**config.mk**
```make
export PLATFORM = sky130hd
export DESIGN_NAME = tt_ranbit_collector_flat
export DESIGN_NICKNAME = d
export VERILOG_FILES = /design/src/rtl/tt_ranbit_pkg.sv /design/src/rtl/tt_ranbit_collector_if.sv /design/src/rtl/tt_ranbit_fifo.sv /design/src/rtl/tt_ranbit_collector.sv /design/src/flat_wrapper.sv
export SDC_FILE = /design/constraint.sdc
export NUM_CORES = 1
export LEC_CHECK = 0
export CORE_MARGIN = 2
export CORE_UTILIZATION = 62
export DETAILED_ROUTE_END_ITERATION = 10
export MAX_ROUTING_LAYER = met4
export PLACE_DENSITY = 0.83
export RECOVER_POWER = 50
export REMOVE_ABC_BUFFERS = 1
export SLEW_MARGIN = 20
export SYNTH_ARGS = -nofsm -noshare
export SYNTH_HDL_FRONTEND = slang
export SYNTH_SLANG_ARGS = --single-unit
```
**constraint.sdc**
```tcl
create_clock -name clk -period 7.2 [get_ports clk]
set_input_delay 0.72 -clock clk [delete_from_list [all_inputs] [get_ports clk]]
set_output_delay 0.72 -clock clk [all_outputs]
set_load 0.005 [all_outputs]
```
**src/rtl/tt_ranbit_pkg.sv**
```systemverilog
// Shared defaults and types for the random-bit collector slice.
package tt_ranbit_pkg;
    localparam int unsigned WORD_W_DEF     = 8;
    localparam int unsigned FIFO_DEPTH_DEF = 4;
    localparam int unsigned REP_LIMIT_DEF  = 8;

    typedef logic [WORD_W_DEF-1:0] ranword_t;
endpackage

```
**src/rtl/tt_ranbit_collector_if.sv**
```systemverilog
// Bit-stream input, health status and valid/ready word read port of the collector.
interface tt_ranbit_collector_if
    import tt_ranbit_pkg::*;
#(
    parameter int unsigned WORD_W     = WORD_W_DEF,
    parameter int unsigned FIFO_DEPTH = FIFO_DEPTH_DEF
);
    localparam int unsigned LVL_W = $clog2(FIFO_DEPTH + 1);

    logic              bit_in;
    logic              bit_valid;
    logic              clear_fail;
    logic              word_ready;
    logic [WORD_W-1:0] word_out;
    logic              word_valid;
    logic [LVL_W-1:0]  fill_level;
    logic              health_fail;
    logic              overflow;

    modport master (
        output bit_in, bit_valid, clear_fail, word_ready,
        input  word_out, word_valid, fill_level, health_fail, overflow
    );

    modport slave (
        input  bit_in, bit_valid, clear_fail, word_ready,
        output word_out, word_valid, fill_level, health_fail, overflow
    );
endinterface

```
**src/rtl/tt_ranbit_fifo.sv**
```systemverilog
// Synchronous FIFO with exact occupancy count; a push while full is accepted only alongside a pop.
module tt_ranbit_fifo #(
    parameter int unsigned WIDTH = 8,
    parameter int unsigned DEPTH = 4
) (
    input  logic                         clk,
    input  logic                         rst,
    input  logic                         push_i,
    input  logic                         pop_i,
    input  logic [WIDTH-1:0]             wdata_i,
    output logic [WIDTH-1:0]             rdata_o,
    output logic                         full_o,
    output logic                         empty_o,
    output logic [$clog2(DEPTH+1)-1:0]   count_o
);
    localparam int unsigned AW = $clog2(DEPTH);
    localparam int unsigned CW = $clog2(DEPTH + 1);

    logic [WIDTH-1:0] mem_q [DEPTH];
    logic [AW-1:0]    wr_ptr_q, wr_ptr_d, rd_ptr_q, rd_ptr_d;
    logic [CW-1:0]    count_q, count_d;
    logic             do_push, do_pop;

    always_comb begin
        empty_o  = (count_q == '0);
        full_o   = (count_q == CW'(DEPTH));
        do_pop   = pop_i && !empty_o;
        do_push  = push_i && (!full_o || do_pop);
        wr_ptr_d = do_push ? wr_ptr_q + AW'(1) : wr_ptr_q;
        rd_ptr_d = do_pop  ? rd_ptr_q + AW'(1) : rd_ptr_q;
        count_d  = count_q;
        if (do_push && !do_pop) count_d = count_q + CW'(1);
        if (do_pop && !do_push) count_d = count_q - CW'(1);
    end

    always_ff @(posedge clk or posedge rst) begin
        if (rst) begin
            for (int unsigned i = 0; i < DEPTH; i++) mem_q[i] <= '0;
            wr_ptr_q <= '0;
            rd_ptr_q <= '0;
            count_q  <= '0;
        end else begin
            if (do_push) mem_q[wr_ptr_q] <= wdata_i;
            wr_ptr_q <= wr_ptr_d;
            rd_ptr_q <= rd_ptr_d;
            count_q  <= count_d;
        end
    end

    assign rdata_o = mem_q[rd_ptr_q];
    assign count_o = count_q;
endmodule

```
**src/rtl/tt_ranbit_collector.sv**
```systemverilog
// Packs qualified random bits MSB-first into words, runs a repetition-count
// health test on the stream and buffers finished words in a small FIFO.
module tt_ranbit_collector
    import tt_ranbit_pkg::*;
#(
    parameter int unsigned WORD_W     = WORD_W_DEF,
    parameter int unsigned FIFO_DEPTH = FIFO_DEPTH_DEF,
    parameter int unsigned REP_LIMIT  = REP_LIMIT_DEF
) (
    input  logic                 clk,
    input  logic                 rst,
    tt_ranbit_collector_if.slave bus
);
    localparam int unsigned BW = $clog2(WORD_W);
    localparam int unsigned RW = $clog2(REP_LIMIT + 1);

    // Only the low WORD_W-1 bits are ever kept; the final bit goes straight to the FIFO.
    logic [WORD_W-2:0] sreg_q, sreg_d;
    logic [BW-1:0]     bit_cnt_q, bit_cnt_d;
    logic [RW-1:0]     run_q, run_d, run_next;
    logic              last_q, last_d;
    logic              fail_q, fail_d;
    logic              ovf_q, ovf_d;
    logic [WORD_W-1:0] push_word;
    logic              accept, trip, push, full, empty;

    always_comb begin
        accept    = bus.bit_valid && !fail_q && !bus.clear_fail;
        push_word = {sreg_q, bus.bit_in};
        run_next  = (run_q == '0 || bus.bit_in != last_q) ? RW'(1) : run_q + RW'(1);
        trip      = accept && (run_next == RW'(REP_LIMIT));
        push      = accept && !trip && (bit_cnt_q == BW'(WORD_W - 1));

        sreg_d    = sreg_q;
        bit_cnt_d = bit_cnt_q;
        run_d     = run_q;
        last_d    = last_q;
        fail_d    = fail_q;
        ovf_d     = ovf_q;

        if (bus.clear_fail) begin
            bit_cnt_d = '0;
            run_d     = '0;
            fail_d    = 1'b0;
            ovf_d     = 1'b0;
        end else begin
            if (accept) begin
                sreg_d = push_word[WORD_W-2:0];
                last_d = bus.bit_in;
                run_d  = run_next;
                if (trip) begin
                    fail_d    = 1'b1;
                    bit_cnt_d = '0;
                end else if (bit_cnt_q == BW'(WORD_W - 1)) begin
                    bit_cnt_d = '0;
                end else begin
                    bit_cnt_d = bit_cnt_q + BW'(1);
                end
            end
            // A simultaneous pop frees a slot, so only a push into a full, non-draining FIFO is lost.
            if (push && full && !(bus.word_ready && !empty)) ovf_d = 1'b1;
        end
    end

    always_ff @(posedge clk or posedge rst) begin
        if (rst) begin
            sreg_q    <= '0;
            bit_cnt_q <= '0;
            run_q     <= '0;
            last_q    <= 1'b0;
            fail_q    <= 1'b0;
            ovf_q     <= 1'b0;
        end else begin
            sreg_q    <= sreg_d;
            bit_cnt_q <= bit_cnt_d;
            run_q     <= run_d;
            last_q    <= last_d;
            fail_q    <= fail_d;
            ovf_q     <= ovf_d;
        end
    end

    tt_ranbit_fifo #(
        .WIDTH (WORD_W),
        .DEPTH (FIFO_DEPTH)
    ) u_fifo (
        .clk     (clk),
        .rst     (rst),
        .push_i  (push),
        .pop_i   (bus.word_ready),
        .wdata_i (push_word),
        .rdata_o (bus.word_out),
        .full_o  (full),
        .empty_o (empty),
        .count_o (bus.fill_level)
    );

    assign bus.word_valid  = !empty;
    assign bus.health_fail = fail_q;
    assign bus.overflow    = ovf_q;
endmodule

```
**src/flat_wrapper.sv**
```systemverilog
// flat-port wrapper written by rule: the top's interface ports become plain ports
module tt_ranbit_collector_flat import tt_ranbit_pkg::*;
#(
    parameter int unsigned WORD_W     = WORD_W_DEF,
    parameter int unsigned FIFO_DEPTH = FIFO_DEPTH_DEF,
    parameter int unsigned REP_LIMIT  = REP_LIMIT_DEF
)
  (clk, rst, bus_bit_in, bus_bit_valid, bus_clear_fail, bus_word_ready, bus_word_out, bus_word_valid, bus_fill_level, bus_health_fail, bus_overflow);
  tt_ranbit_collector_if #(.WORD_W(WORD_W), .FIFO_DEPTH(FIFO_DEPTH)) bus_i ();
  input  logic clk;
  input  logic rst;
  input wire logic [$bits(bus_i.bit_in)-1:0] bus_bit_in;
  input wire logic [$bits(bus_i.bit_valid)-1:0] bus_bit_valid;
  input wire logic [$bits(bus_i.clear_fail)-1:0] bus_clear_fail;
  input wire logic [$bits(bus_i.word_ready)-1:0] bus_word_ready;
  output wire logic [$bits(bus_i.word_out)-1:0] bus_word_out;
  output wire logic [$bits(bus_i.word_valid)-1:0] bus_word_valid;
  output wire logic [$bits(bus_i.fill_level)-1:0] bus_fill_level;
  output wire logic [$bits(bus_i.health_fail)-1:0] bus_health_fail;
  output wire logic [$bits(bus_i.overflow)-1:0] bus_overflow;
  assign bus_i.bit_in = bus_bit_in;
  assign bus_i.bit_valid = bus_bit_valid;
  assign bus_i.clear_fail = bus_clear_fail;
  assign bus_i.word_ready = bus_word_ready;
  assign bus_word_out = bus_i.word_out;
  assign bus_word_valid = bus_i.word_valid;
  assign bus_fill_level = bus_i.fill_level;
  assign bus_health_fail = bus_i.health_fail;
  assign bus_overflow = bus_i.overflow;
  tt_ranbit_collector #(.WORD_W(WORD_W), .FIFO_DEPTH(FIFO_DEPTH), .REP_LIMIT(REP_LIMIT)) u_core (.clk(clk), .rst(rst), .bus(bus_i));
endmodule
```
=== Word level (Yosys, flattened, before mapping) ===
Cells that the tools add are included.

* Shift-type cells: 0
* Eq/ne operators: 4
* Multiply operators: 0
* Bitwise gates (word level): 3
* Divide/modulo/power cells: 0
* Mux-type cells: 20
* Order comparisons: 3
* Add/subtract/negate cells: 6
* Reduce and logical (&&, ||, !) cells: 29

{| class="wikitable"
|+ Operators with widths
! operator !! number
|-
| bitwise mux 32 bit || 1
|-
| 2-to-1 mux 8 bit || 3
|-
| 2-to-1 mux 3 bit || 6
|-
| binary-select mux 8 bit (select 2 bit) || 1
|-
| demux 8 bit (select 2 bit) || 1
|-
| logical AND 1 bit || 12
|-
| 2-to-1 mux 4 bit || 3
|-
| nonzero test 2 bit || 4
|-
| zero test 1 bit || 7
|-
| adder 3 x 1 -> 3 bit, second input constant || 2
|-
| == test 3 bit, second input constant || 2
|-
| >= comparator 3 bit, second input constant || 2
|-
| inverter 2 -> 3 bit || 2
|-
| 2-to-1 mux 1 bit || 5
|-
| adder 2 x 1 -> 2 bit, second input constant || 2
|-
| adder 4 x 1 -> 4 bit, second input constant || 1
|-
| == test 4 bit, second input constant || 1
|-
| zero test 4 bit || 1
|-
| AND reduction 2 bit || 2
|-
| zero test 3 bit || 1
|-
| less-than comparator 3 x 1 -> 1 bit, second input constant || 1
|-
| subtractor 3 x 1 -> 3 bit, second input constant || 1
|-
| logical OR 1 bit || 2
|-
| inequality test 1 bit || 1
|-
| inverter 1 bit || 1
|}

* RAM bits: 0
* Memories: 0
* Bits in registers: 56
* Latch bits: 0
* Input port bits: 6
* ROM bits: 0

=== Logic depth before layout (Yosys ltp) ===
Gate-level depths: netlist of the first run.

* Word-level depth: 12
* Mapped depth: 12
* Mapped depth without buffers: 11

=== By module ===
A second synthesis of the first run with hierarchy kept.

* Cells, all modules: 198
* Area, all modules: 2696.3 µm²

{| class="wikitable"
|+ By module, submodules not included
! module !! instances !! cells each !! area an instance (µm²)
|-
| tt_ranbit_fifo || 1 || 126 || 1906.8
|-
| tt_ranbit_collector || 1 || 72 || 789.5
|}

=== Worst setup path before layout of the first run ===
Ideal clock, no wire load.

* Kind: input port to flip-flop
* From: input port bus_bit_in
* To: register u_core.u_fifo.count_q[2], in the netlist u_core.u_fifo.count_o[2]
* Setup slack: 4.432 ns
* Data arrival time: 2.688 ns
* Buffers on the path: 1
* Stages on the path: 10
* Library setup time: 0.079 ns
* Path through: xor2_1 -> or4_1 -> buf_6 -> o211ai_2 -> ha_1 -> inv_1 -> fa_1 -> xor2_1 -> nor2_1 -> xor2_1

* Longest elaborated chain between the ends: 12
* Elaborated cells on any way between the ends: 14
* Those cells by class: eq/ne: 2; mux: 2; reduce/logical: 10

{| class="wikitable"
|+ Ends and longest elaborated chain
! what !! line !! text
|-
| start: declaration || flat_wrapper.sv:12 || <nowiki>input wire logic [$bits(bus_i.bit_in)-1:0] bus_bit_in;</nowiki>
|-
| inequality test 1 bit * || tt_ranbit_collector.sv:30 || <nowiki>run_next = (run_q == '0 || bus.bit_in != last_q) ? RW'(1) : run_q + RW'(1);</nowiki>
|-
| logical OR 1 bit * || tt_ranbit_collector.sv:30 ||
|-
| 2-to-1 mux 4 bit * || tt_ranbit_collector.sv:30 ||
|-
| == test 4 bit * || tt_ranbit_collector.sv:31 || <nowiki>trip = accept && (run_next == RW'(REP_LIMIT));</nowiki>
|-
| logical AND 1 bit * || tt_ranbit_collector.sv:31 ||
|-
| zero test 1 bit * || tt_ranbit_collector.sv:32 || <nowiki>push = accept && !trip && (bit_cnt_q == BW'(WORD_W - 1));</nowiki>
|-
| logical AND 1 bit * (2 in series) || tt_ranbit_collector.sv:32 ||
|-
| logical AND 1 bit * || tt_ranbit_fifo.sv:28 || <nowiki>do_push = push_i && (!full_o || do_pop);</nowiki>
|-
| zero test 1 bit || tt_ranbit_fifo.sv:33 || <nowiki>if (do_pop && !do_push) count_d = count_q - CW'(1);</nowiki>
|-
| logical AND 1 bit || tt_ranbit_fifo.sv:33 ||
|-
| 2-to-1 mux 3 bit / nonzero test 2 bit (equally long branches) || - ||
|-
| end signal: assignment || tt_ranbit_fifo.sv:46 || <nowiki>count_q <= count_d;</nowiki>
|-
| end: declaration || tt_ranbit_fifo.sv:21 || <nowiki>logic [CW-1:0] count_q, count_d;</nowiki>
|}

Mark *: on every way between the ends. The rest lies on a longest branch, timed or not.
A chain may end at the register's enable or synchronous reset.

=== Worst setup path after layout of the first run ===
Same ends and word-level chain as after synthesis.

==> flow_summary_export.csv, run 1 <==
group,metric,value,unit
setup_path,worstSetupPathType,"primary input to flop",
cts,clock-root-buffer,"clkbuf_8",
floorplanning,fp.dieH,69.4,µm
sta,drv_slew,56,
setup_path,critical_path.top_delay_family,"simple AND/OR/NAND/NOR gates",
sta,max_slew_margin,-53.7,%
floorplanning,placementRows,23,
pwr,vdd_drop_max,0.198,mV
cts,clock_path_buffers,2,
synthesis,yosysSeqAreaShare,51.9,%
sta,finalCritPeriodShare,46.7,%
pwr,power.total,0.727,mW
grt,antenna_found_initial,0,
grt,grt_pass1_wl,8.58,mm
sta,period_minus_slack,3.36,ns
sta,tns,0,ns
layout,fin_util,73.9,%
pwr,cellPowerDensity,243,nW/µm²
cts,ctsHoldBuffers,0,
drt,ant_nets,0,
cts,postCtsSetupRepairBufs,0,
synthesis,synth_top_cell_area_share,51.9,%
layout,drive_above_1_share,25.7,%
setup_path,path_common_cell,"xor2_1",
synthesis,synth_edf_count,0,
sta,finClkSkew,0.00763,ns
setup_path,cp-start-kind,"primary input",
setup_path,worstPathCellList,"clkdlybuf4s50_1, xor2_1, or4_1, o211ai_2, ha_1, inv_1, fa_1, xor2_1, nor2_1, xor2_1",
synthesis,synth_area_per_cell,12.9,µm²
sta,whs,0.506,ns
sta,setup_viol,0,
synthesis,synth-seq-cells,55,
placement,post-dp-hpwl,3.46,mm
floorplanning,pin_count,20,
cts,post_cts_resized,0,
grt,grt_max_degree,56,
drt,num_vias,1623,
drt,met3_length,152,µm
cts,clk_pin_slew,0.10,ns
placement,place_congestion,0.783,
sta,layout_setup_ws,3.84,ns
pwr,swShare,29.0,%
drt,wl_per_cell,17.9,µm
setup_path,slowest_delay,0.68,ns
floorplanning,initial_core_util,65.4,%
synthesis,async_reset_ff_share,100,%
synthesis,yosysWarnings,0,
synthesis,synth_area_leaders,"dfrtp_1 52%, mux2_2 13%, mux4_2 6.8%",
sta,finalHoldViolCount,0,
synthesis,yosysMostFrequentCell,"dfrtp_1",
cts,cts_tree,"done",
cts,insertion_delay,0.32,ns
synthesis,synth_area,2650,µm²
sta,tightestPinTransition,2.29,ns
synthesis,synth_cell_types,35,
drt,met1_length,2.20,mm
sta,max_freq,0.297,GHz
placement,portBuffers,19,
layout,area_delta_synth_final,13.0,%
drt,drt-initial-drc-count,110,
drt,routed_wl,4.94,mm
setup_path,worstPathArrival,3.61,ns
synthesis,synthCells,205,
cts,numCtsBuffers,5,
worst_hold_path,hp-class,"flop to flop",
drt,viasPerCell,5.88,
grt,grt_pass1_vias,1739,
grt,grtUsageTotal,24.0,%
cts,htreeDepth,2,
setup_path,slowest_stage,"or4_1",
floorplanning,die_area,4820,µm²
job,drv_cap,1,
outcome,violations,"max-capacitance violations, max-slew violations",
pwr,seqPwrFrac,53.5,%
sta,rsz0062_at_grt,"no",
outcome,status,"complete, but fails checks",
cts,cts.sinks,55,
drt,dr.max_layer_used,"met4",
pwr,leakage,1.43,nW
placement,dpl_worst_slack,3.50,ns
pwr,netSwitchingPower,0.211,mW
setup_path,cp_max_fo,7,
floorplanning,dieWidth,69.4,µm
synthesis,synth_common_cells,"55 x dfrtp_1, 33 x nand2_1, 30 x mux2_2, 12 x inv_1, 9 x ha_1",
drt,first_pass_iters,4,
floorplanning,core,4060,µm²
layout,antenna_cells,0,
drt,drc,0,
setup_path,path_buf_inv,2,
pwr,p_int,0.516,mW
synthesis,ys.flop_type,"dfrtp_1",
drt,wl_met2,2.50,mm
layout,layout.nets,241,
pwr,clkPwrFrac,29.9,%
synthesis,synth_top_area_cell,"dfrtp_1",
setup_path,endpoint_kind,"flop",
grt,overflow,0,
setup_path,worstPathRequired,7.45,ns
pwr,combPwrFrac,16.7,%
-- path summary, 6_finish.rpt --
path | slack [ns] | to | cells past startpoint | from
setup / recovery | 3.84 | u_core.u_fifo.count_o[2]$_DFFE_PP0P_ | 10 | bus_bit_in
hold / removal | 0.51 | u_core.u_fifo.mem_q[25]$_DFFE_PP0P_ | 1 | u_core.u_fifo.mem_q[25]$_DFFE_PP0P_
setup reg to reg | 4.04 | u_core.u_fifo.count_o[2]$_DFFE_PP0P_ | 11 | u_core.run_q[0]$_DFFE_PP0P_
hold reg to reg | 0.51 | u_core.u_fifo.mem_q[25]$_DFFE_PP0P_ | 1 | u_core.u_fifo.mem_q[25]$_DFFE_PP0P_
max in group asynchronous | 4.70 | u_core.u_fifo.mem_q[21]$_DFFE_PP0P_ | 2 | rst
min in group asynchronous | 1.47 | u_core.bus.overflow$_DFFE_PP0P_ | 2 | rst
-- cells by family after synthesis --
kind of cell,synth area share [%]
AO/OA/AOI/OAI,6.37
XOR/XNOR,2.97
AND/OR/NAND/NOR,10.1
adder cells (fa/ha/maj),5.00
flip-flops,51.9
buffers and inverters,2.83
multiplexers,20.8
-- layout by cell type, fill, tap and decap left out, types with 2 or more instances in the layout --
cell	netlist	layout
a22o_1	2	2
nor3_2	3	3
dfrtp_1	55	55
o21ai_4	4	4
xor2_1	5	5
clkbuf_8	0	6
ha_1	9	9
inv_1	12	11
nor2_1	2	2
mux2_2	30	30
dlygate4sd3_1	0	6
o31ai_1	2	2
nor3_1	4	4
mux4_2	8	8
nand2_1	33	33
mux2_1	3	3
o21ai_0	7	7
xnor2_1	4	4
clkdlybuf4s50_1	0	13
-- power groups by stage --
stage               Combinational, mW  Clock, mW  Sequential, mW
global route                    0.136      0.232           0.395
detailed placement              0.123          0           0.395
floorplan                      0.0795          0           0.377
CTS                             0.124      0.218           0.389
finish                          0.121      0.217           0.389
global placement                0.115          0           0.391
-- state kept, by name (all words and copies together), names as in the netlist --
name / count
u_core.bit_cnt_q: 3
u_core.bus.health_fail: 1
u_core.bus.overflow: 1
u_core.run_q: 4
u_core.sreg_q: 7
u_core.u_fifo.count_o: 3
u_core.u_fifo.mem_q: 32
u_core.u_fifo.rd_ptr_q: 2
u_core.u_fifo.wr_ptr_q: 2
-- layout make-up --
| type | instances | area (µm²) |
|---|---|---|
| Timing Repair Buffer | 19 | 190 |
| Sequential cell | 55 | 1380 |
| Multi-Input combinational cell | 132 | 1200 |
| Clock inverter | 2 | 38.8 |
| Tap cell | 50 | 62.6 |
| Inverter | 12 | 46.3 |
| Fill cell | 260 | 1060 |
| Clock buffer | 6 | 82.6 |
-- through the flow --
stage          instances  instance area, µm²
5_1_grt              276                3000
6_report             276                3000
3_3_place_gp         268                2880
3_5_place_dp         268                2880
2_1_floorplan        199                2620
4_1_cts              276                3000
-- per-layer routing --
layer,vias up,track usage [%]
met2,32,38.2
met5,-,-
li1,760,-
met1,822,30.3
met3,9,3.78
met4,0,11.3
Note: power is estimated with default switching activity, not from simulation.
==> inputs of run 2 (changes only) <==
CORE_UTILIZATION = 58   (was 62)
PLACE_DENSITY = 0.78   (was 0.83)
clock period = 3.4 ns   (was 7.2 ns; I/O delays follow)
==> run 2 against run 1 <==
The run still ends with max-capacitance violations, max-slew violations left. Worst setup slack got worse by 3.4 ns. Routed wire length increased by 1.7%. Non-clock buffer count increased by 4. Final cell count rose by 2.2%. Sequential power grew 110%. Critical path type is now flop to flop.
==> flow_summary_export.csv, run 2 (synthesis results as in run 1) <==
group,metric,value,unit
floorplanning,initial_core_util,60.5,%
drt,drc,0,
job,drv_cap,1,
setup_path,worstPathArrival,3.15,ns
sta,finClkSkew,0.00971,ns
sta,max_freq,0.343,GHz
cts,clk_pin_slew,0.09,ns
layout,largestRegisters,"u_core.u_fifo.mem_q: 32 flops, u_core.sreg_q: 7 flops, u_core.run_q: 4 flops",
drt,ant_nets,0,
grt,grt_pass1_wl,8.75,mm
setup_path,worstSetupPathType,"flop to flop",
sta,setup_viol,0,
setup_path,crit_start,"u_core.run_q[0]$_DFFE_PP0P_",
pwr,leakage,1.43,nW
sta,tns,0,ns
setup_path,worstPathCellList,"inv_1, ha_1, nor3b_2, or4_1, o211ai_2, ha_1, inv_1, fa_1, xor2_1, nor2_1, xor2_1",
layout,fillers,312,
floorplanning,die_area,5130,µm²
layout,largest_reg_flops,32,
drt,dr.max_layer_used,"met4",
drt,wl_per_cell,17.8,µm
sta,period_minus_slack,2.91,ns
grt,antenna_found_initial,0,
floorplanning,core,4380,µm²
drt,routed_wl,5.03,mm
sta,drv_slew,56,
grt,grt_pass1_vias,1739,
sta,max_slew_margin,-57.1,%
cts,clock_path_buffers,2,
grt,overflow,0,
sta,finalCritPeriodShare,85.7,%
pwr,cellPowerDensity,505,nW/µm²
layout,drive_above_1_share,26.5,%
drt,wl_met2,2.70,mm
setup_path,worstPathRequired,3.64,ns
layout,multi_input_area,1200,µm²
cts,numCtsBuffers,5,
drt,drt-initial-drc-count,145,
setup_path,slowest_delay,0.54,ns
layout,layout.nets,245,
setup_path,r2r-start,"u_core.run_q[0]$_DFFE_PP0P_",
drt,viasPerCell,5.83,
drt,met3_length,135,µm
floorplanning,placementRows,24,
cts,cts.sinks,55,
layout,layout_commonest_cell,"dfrtp_1",
sta,tightestPinTransition,2.34,ns
cts,clock-root-buffer,"clkbuf_8",
setup_path,critical_path.top_delay_family,"simple AND/OR/NAND/NOR gates",
placement,post-dp-hpwl,3.56,mm
grt,grt_max_degree,56,
layout,regArea,1380,µm²
floorplanning,fp.dieH,71.6,µm
layout,area_delta_synth_final,13.9,%
cts,insertion_delay,0.31,ns
pwr,power.total,1.53,mW
outcome,status,"complete, but fails checks",
setup_path,cp_max_fo,4,
sta,finalHoldViolCount,0,
cts,postCtsSetupRepairBufs,0,
cts,cts_tree,"done",
setup_path,endpoint_kind,"flop",
pwr,vdd_drop_max,0.474,mV
setup_path,slowest_stage,"or4_1",
floorplanning,pin_count,20,
outcome,violations,"max-capacitance violations, max-slew violations",
cts,htreeDepth,2,
worst_hold_path,worstHoldStart,"u_core.bit_cnt_q[0]$_DFFE_PP0P_",
placement,portBuffers,19,
drt,met1_length,2.14,mm
drt,first_pass_iters,7,
drt,num_vias,1644,
sta,rsz0062_at_grt,"no",
cts,post_cts_resized,0,
layout,mostFrequentLayoutCells,"55 x dfrtp_1, 33 x nand2_1, 30 x mux2_2",
grt,grtUsageTotal,23.4,%
layout,antenna_cells,0,
worst_hold_path,hp-class,"flop to flop",
floorplanning,dieWidth,71.6,µm
setup_path,cp-start-kind,"flop",
setup_path,path_buf_inv,2,
layout,regMostFlops,"u_core.u_fifo.mem_q",
cts,ctsHoldBuffers,0,
placement,place_congestion,0.753,
## run 2: per-stage QoR
| stage | area [µm²] | hold slack, ns | util [%] | cells | setup WS (ns) |
|---|---|---|---|---|---|
| floorplan | 2620 | 0.406 | - | 199 | 0.558 |
| global placement | 2910 | 0.468 | 66.3 | 274 | 0.492 |
| detailed placement | 2910 | 0.481 | 66.3 | 274 | 0.319 |
| CTS | 3020 | 0.502 | 68.9 | 282 | 0.477 |
| global route | 3020 | 0.533 | 68.9 | 282 | 0.379 |
| finish | 3020 | 0.499 | 68.9 | 282 | 0.487 |
## run 2: worst reg2reg max path: cells and delay by family (launching register included)
family	cells	cell delay [ns]
AO/OA/AOI/OAI	1	0.28
XOR/XNOR	2	0.32
adder cells (fa/ha/maj)	3	0.82
buffers and inverters	2	0.15
flip-flops	1	0.41
AND/OR/NAND/NOR	3	0.86
## run 2: area by class of cell
| type | count | area share [%] |
|---|---|---|
| Sequential cell | 55 | 45.6 |
| Multi-Input combinational cell | 132 | 39.8 |
| Timing Repair Buffer | 23 | 7.17 |
| Clock buffer | 5 | 2.28 |
| Tap cell | 52 | 2.15 |
| Clock inverter | 3 | 1.53 |
| Inverter | 12 | 1.53 |
## run 2: final timing paths
kind	end	slack [ns]	depth (start not counted)
setup / recovery	u_core.u_fifo.count_o[2]$_DFFE_PP0P_	0.49	11
hold / removal	u_core.bit_cnt_q[0]$_DFFE_PP0P_	0.50	1
setup reg to reg	u_core.u_fifo.count_o[2]$_DFFE_PP0P_	0.49	11
hold reg to reg	u_core.bit_cnt_q[0]$_DFFE_PP0P_	0.50	1
max in group asynchronous	u_core.u_fifo.wr_ptr_q[1]$_DFFE_PP0P_	1.23	2
min in group asynchronous	u_core.u_fifo.mem_q[13]$_DFFE_PP0P_	1.11	2
## run 2: layer usage
metal | GRT usage [%] | up-vias
met5 | - | -
met4 | 5.03 | 0
met3 | 4.64 | 6
met2 | 40.7 | 25
met1 | 28.6 | 849
li1 | - | 764
## run 2: where the power goes
group | leakage [nW] | switching (mW) | internal, mW
registers | 0.748 | 0.116 | 0.705
logic | 0.624 | 0.111 | 0.154
clock network | 0.0548 | 0.218 | 0.222
